### config.mk
export PLATFORM = sky130hd
export DESIGN_NAME = pc_fetch_ctrl
export DESIGN_NICKNAME = d
export VERILOG_FILES = /design/src/rtl/pc_fetch_ctrl.sv
export SDC_FILE = /design/constraint.sdc
export NUM_CORES = 1
export LEC_CHECK = 0
export BUFFER_PORTS_ARGS = -buffer_cell sky130_fd_sc_hd__clkbuf_2
export CAP_MARGIN = 20
export CORE_MARGIN = 5
export CORE_UTILIZATION = 30
export CTS_CLUSTER_SIZE = 20
export DETAILED_ROUTE_END_ITERATION = 10
export MAX_ROUTING_LAYER = met4
export PLACE_DENSITY_LB_ADDON = 0.12
export SYNTH_ARGS = -nofsm -noshare
export SYNTH_HDL_FRONTEND = slang
export SYNTH_SLANG_ARGS = --single-unit
### constraint.sdc
create_clock -name i_clk -period 2.6 [get_ports i_clk]
set_input_delay 0.39 -clock i_clk [delete_from_list [all_inputs] [get_ports i_clk]]
set_output_delay 0.39 -clock i_clk [all_outputs]
set_load 0.05 [all_outputs]
### src/rtl/pc_fetch_ctrl.sv
// Program-counter register and fetch controller for the BIP-style core.
// Holds the current instruction address, loads the incrementer result on
// each advance, runs an IDLE/RUN/HALT machine with stall and single-step
// control, and keeps a saturating count of retired instructions.
module pc_fetch_ctrl #(
    parameter int unsigned                  MSB      = 11,
    parameter int unsigned                  OPC_W    = 5,
    parameter logic        [OPC_W-1:0]      HALT_OPC = 5'b00000,
    parameter int unsigned                  CNT_W    = 16
) (
    input  logic             i_clk,
    input  logic             i_rst_n,
    input  logic             i_start,
    input  logic             i_stall,
    input  logic             i_step_mode,
    input  logic             i_step,
    input  logic [OPC_W-1:0] i_opcode,
    input  logic [MSB-1:0]   i_inc,
    output logic [MSB-1:0]   o_addr,
    output logic             o_fetch_en,
    output logic             o_running,
    output logic             o_halted,
    output logic [CNT_W-1:0] o_instr_count
);

    typedef enum logic [1:0] {
        IDLE = 2'b00,
        RUN  = 2'b01,
        HALT = 2'b10
    } state_t;

    state_t           state;
    state_t           state_next;
    logic [MSB-1:0]   addr;
    logic [MSB-1:0]   addr_next;
    logic [CNT_W-1:0] count;
    logic [CNT_W-1:0] count_next;
    logic             adv;
    logic             is_halt;

    // Advance qualifier: stall wins over step; a dropped step is not queued.
    always_comb begin
        adv     = !i_stall && (!i_step_mode || i_step);
        is_halt = (i_opcode == HALT_OPC);
    end

    // Next-state, next-PC and next-count decode.
    always_comb begin
        state_next = state;
        addr_next  = addr;
        count_next = count;
        case (state)
            IDLE: begin
                if (i_start) begin
                    state_next = RUN;
                end
            end
            RUN: begin
                if (adv) begin
                    // Counter saturates at all-ones instead of wrapping.
                    if (count != '1) begin
                        count_next = count + CNT_W'(1);
                    end
                    // The halt instruction retires but the PC keeps pointing at it.
                    if (is_halt) begin
                        state_next = HALT;
                    end else begin
                        addr_next = i_inc;
                    end
                end
            end
            HALT: begin
                state_next = HALT;
            end
            default: begin
                state_next = IDLE;
            end
        endcase
    end

    // State, PC and counter registers with synchronous active-low reset.
    always_ff @(posedge i_clk) begin
        if (!i_rst_n) begin
            state <= IDLE;
            addr  <= '0;
            count <= '0;
        end else begin
            state <= state_next;
            addr  <= addr_next;
            count <= count_next;
        end
    end

    // Moore status outputs decoded from the state register only.
    always_comb begin
        o_fetch_en    = (state == RUN);
        o_running     = (state == RUN);
        o_halted      = (state == HALT);
        o_addr        = addr;
        o_instr_count = count;
    end

endmodule
# After elaboration in Yosys (flattened, before gate mapping)
# Index checks and enable logic that the tools add are counted.
# W data, S select, Z words.
dict set report op_classes {
  n_mux 4
  addsub 1
  reduce_logical 9
  eq_ne 6
  n_bitwise 1
}
# cell n
set ops {}
lappend ops {{$add A16 B1 Y16 const B} 1}
lappend ops {{$ne A16 B16 Y1 const B} 1}
lappend ops {{$reduce_and A3 Y1} 3}
lappend ops {{$mux W2} 3}
lappend ops {{$pmux W2 S3} 1}
lappend ops {{$logic_not A5 Y1} 1}
lappend ops {{$ne A2 B1 Y1 const B} 2}
lappend ops {{$eq A2 B1 Y1 const B} 1}
lappend ops {{$eq A2 B2 Y1 const B} 1}
lappend ops {{$logic_not A1 Y1} 2}
lappend ops {{$logic_not A2 Y1} 1}
lappend ops {{$ne A2 B2 Y1 const B} 1}
lappend ops {{$logic_and A1 B1 Y1} 1}
lappend ops {{$logic_or A1 B1 Y1} 1}
lappend ops {{$not A1 Y1} 1}
dict set report totals {
  in_bits 22
  output_inout_bits 30
  wordCells 24
  regBits 29
}

# Logic depth before layout (Yosys ltp)
dict set report depth {
  word_depth 5
  depth_mapped 7
  ltp_nobuf 6
}

# Least setup slack after synthesis
# No wires, ideal clock.
dict set report synth_timing {
  path_type {reg2reg}
  start {register state[1]}
  end {register count[5] (netlist: o_instr_count[5])}
  period_less_slack_ns 2.179
  required_time_ns 2.528
  stages_incl_launch_ff 8
  path_slack_ns 0.421
  path_buffers 1
  setup_time_ns 0.072
  arrival_ns 2.107
  cell_sequence {dfxtp_1 > inv_1 > ha_1 > nand2b_4 > or3_1 > buf_2 > or4_1 > a21oi_1}
}
dict set report synth_between {
  elab_chain_len 2
}
# item line
set synth_lines {}
lappend synth_lines {{from (decl)} 32} ;# state_t state;
lappend synth_lines {{from (signal assigned)} 88} ;# state <= state_next;
lappend synth_lines {{$eq A2 B1 Y1} -}
lappend synth_lines {{via o_fetch_en} 20} ;# output logic o_fetch_en,
lappend synth_lines {{$reduce_and A3 Y1 (no line)} -}
lappend synth_lines {{to (signal assigned)} 90} ;# count <= count_next;
lappend synth_lines {{to (decl)} 36} ;# logic [CNT_W-1:0] count;
# The timed path passes the listed nets, and every way through them passes these cells.
# A chain may end at the register's enable or synchronous reset.

# Worst setup path in the final report
dict set report layout_timing {
  start {register state[1]}
  end {register count[5] (netlist: o_instr_count[5])}
}
dict set report layout_between {
  elab_chain_len 2
}
# item line
set layout_lines {}
lappend layout_lines {{$eq A2 B1 Y1} 52} ;# case (state)
lappend layout_lines {{$reduce_and A3 Y1 (no line)} -}
# No other way between the ends.

==> impl_results.md <==
- Status: completed
- CTS root buffer: clkbuf_8
- DR vias: about 1500
- First-pass GRT wire length: roughly 6.6 mm
- Placement Rows: 25
- # DRC: 0
- Post-synthesis async set-or-reset flop share: 0
- Fill count: 503
- Ant. Diodes: 0
- WL per Instance: around 14 um
- Die Span Y: between 70 and 80 um
- Dpl hpwl: around 3.0 mm
- Mapped Nets: roughly 200
- Share of cells above drive strength 1: 0.2926
- CTS tree: yes
- Top-area cell type share of the netlist area: 0.3997
- Post-DRT Antenna Nets: 0
- Gr usage total: 0.1355
- Resize count post-CTS: 0
- Syn Inst Count: roughly 180
- Max Cap Violations: 0
- Average size of a mapped cell: between 8 and 9 sq um
- Vias in the first global route: roughly 1400
- Ys Warns: 0
- Synth cell types: 37
- Reg area: 580.6 sq um
- Crit share post-route: 0.7594
- Final nets: around 250
- VDD IR-drop max: 0.2980 mV
- PortBufs: 51
- Simple-gate share of the synthesized area: 0.2756
- Initial antenna violation count: 0
- Layout area overhead: 29.54%
- Worst Setup End Kind: register
- Post-Synth Adder-Cell Area: 0.03445
- Vias per inst: between 5 and 6
- Hold_ws: about 0.34 ns
- Clock Sinks: 29
- Pins Over Slew Limit: 0
- R2R cell count: 6
- Setup Buffers After CTS: 0
- Clk slew on worst S/H paths: ~0.06 ns
- Critical Path Source Type: register
- TritonCTS buffer count: 5
- CP required: roughly 2.8 ns
- Overall power: 1136 uW
- Largest net degree at the start of global routing: 18
- Chip width: approximately 80 um
- Fmax: between 500 and 600 MHz
- Synth area leader: dfxtp_1
- Starting density of the core: 0.3075
- Post-synthesis mux area share: 0.03445
- GRT overflow: 0
- Routability cong.: slightly above 0.8
- Power per cell area: roughly 600 nW/um^2
- Synth Area in Compound Gates: 0.2119
- Post-synth top cells: dfxtp_1 (29), a21oi_1 (19), nand3_1 (18), nand2_1 (11), o21ai_0 (11)
- Fin. Hold Viols: 0
- Skew-Pair Late Insertion Delay: approximately 0.28 ns
- Post-synth EDFFs: 0
- Worst-path maximum fanout: 8
- Worst-margin pin slew: around 0.69 ns
- Iteration-0 DRC Markers: 70
- Die area: ~6300 sq um
- Leak: approximately 0.00075 uW
- Register area share after synthesis: 0.3997
- Worst path arrival time: about 2.2 ns
- Tmin final: ~2.0 ns
- RSZ-0062 raised after global routing: false
- Final TNS setup: 0 ns
- Crit path kind: register to register
- CTS Hold Bufs: 0
- DR pass1 iterations: 4
- DRT Wirelength: ~4 mm
- Most used DFF post-synth: dfxtp_1
- Seq cells post-synth: 29
- Most frequent cell after synthesis: dfxtp_1
- Rel. slew slack: 0.5394
- Depth of the worst hold-timing path: 3
- Io pins: 52
- # setup viols final: 0
- Area contributors post-synth: dfxtp_1 (40%), a21oi_1 (6.5%), nand3_1 (6.2%)
- H-tree Lvls: 2
- Clock Path Buffers: 2
- Post-Syn Area: ~1500 sq um
- Core area: about 4700 sq um
- Hold crit path type: input port to register
- Area of the multi-input gates: 808.3 sq um
- Largest family of logic cells by synthesized area: simple AND/OR/NAND/NOR gates
- Xor and xnor area share after synthesis: 0
- Clock skew: 0.003699 ns
-- cell usage in the layout, fill, tap and decap left out --
cell type | Yosys | layout
and4_1 | 1 | 1
clkbuf_2 | 0 | 51
o21ai_0 | 11 | 11
o31ai_1 | 5 | 5
or2_1 | 1 | 1
nand2_1 | 11 | 11
o211ai_1 | 1 | 1
nor2_1 | 5 | 5
a2111oi_2 | 1 | 1
buf_4 | 1 | 4
or2_2 | 1 | 1
a21oi_1 | 19 | 19
mux2i_1 | 5 | 5
ha_1 | 4 | 4
inv_1 | 5 | 5
nand2b_4 | 1 | 1
a311oi_1 | 1 | 1
a41oi_1 | 1 | 1
clkinv_2 | 0 | 1
or4_1 | 5 | 5
nor4b_1 | 1 | 1
o211a_1 | 2 | 2
nand3_1 | 18 | 18
or3_1 | 2 | 2
dfxtp_1 | 29 | 29
clkbuf_8 | 0 | 7
o41a_1 | 1 | 1
nor4_2 | 1 | 1
nor4_1 | 3 | 3
and3_1 | 4 | 4
o21ai_1 | 6 | 6
nand4_1 | 5 | 5
nor2b_1 | 2 | 2
nor3_1 | 5 | 5
nand2b_1 | 5 | 5
clkinv_1 | 1 | 1
a31oi_1 | 3 | 3
-- metal layers --
metal | GRT usage | up-vias | share of wire
met5 | - | - | 0
met4 | 0.04639 | 0 | 0.015
met3 | 0.04063 | 7 | 0.053
met2 | 0.1970 | 35 | 0.45
met1 | 0.1783 | 687 | 0.48
li1 | - | 763 | -
-- stage by stage --
| stage | setup WS, ns | instances | area, sq um | utilization |
|---|---|---|---|---|
| 3_5_place_dp | 0.6327 | 288 | 1780 | 0.3770 |
| 4_1_cts | 0.6339 | 296 | 1882 | 0.3984 |
| 3_3_place_gp | 0.6742 | 288 | 1780 | 0.3770 |
| 5_1_grt | 0.4921 | 296 | 1882 | 0.3984 |
| 2_1_floorplan | 0.4209 | 175 | 1453 | - |
| 6_report | 0.6254 | 296 | 1882 | 0.3984 |
-- state kept, by name, summed over array words and instances (netlist names) --
name,count
o_instr_count,16
state,2
o_addr,11
-- worst max-delay path, cell delays in order (launching register included) --
cell and delay (ns):
dfxtp_1 0.33, inv_1 0.08, ha_1 0.27, nand2b_4 0.09, or3_1 0.49, or4_1 0.50
a21oi_1 0.15
-- layout make-up --
type                            count  area share
Clock buffer                        7     0.05120
Inverter                            6     0.01197
Sequential cell                    29      0.3085
Multi-Input combinational cell    131      0.4295
Clock inverter                      1    0.002660
Tap cell                           67     0.04455
Timing Repair Buffer               55      0.1516
-- path summary, 6_finish.rpt --
kind	startpoint	to	slack, ns
worst max register to register	state[1]$_SDFFE_PN0P_	o_instr_count[5]$_SDFFE_PN0P_	0.63
worst min register to register	o_addr[10]$_SDFFE_PN0P_	o_addr[10]$_SDFFE_PN0P_	0.48
worst min-delay path	i_inc[5]	o_addr[5]$_SDFFE_PN0P_	0.34
worst max-delay path	state[1]$_SDFFE_PN0P_	o_instr_count[5]$_SDFFE_PN0P_	0.63
-- kinds of logic (layout without fill, tap and decap cells) --
group | count (synthesis) | count (layout)
compound gates | 51 | 51
buf+inv | 15 | 69
fa+ha+maj | 4 | 4
flops | 29 | 29
simple gates | 71 | 71
mux | 5 | 5
-- report_power, final --
part	internal (uW)	switching [uW]
logic	72.9	171
clock network	239	174
registers	465	13.5
Power figures use the tool's default switching activity.
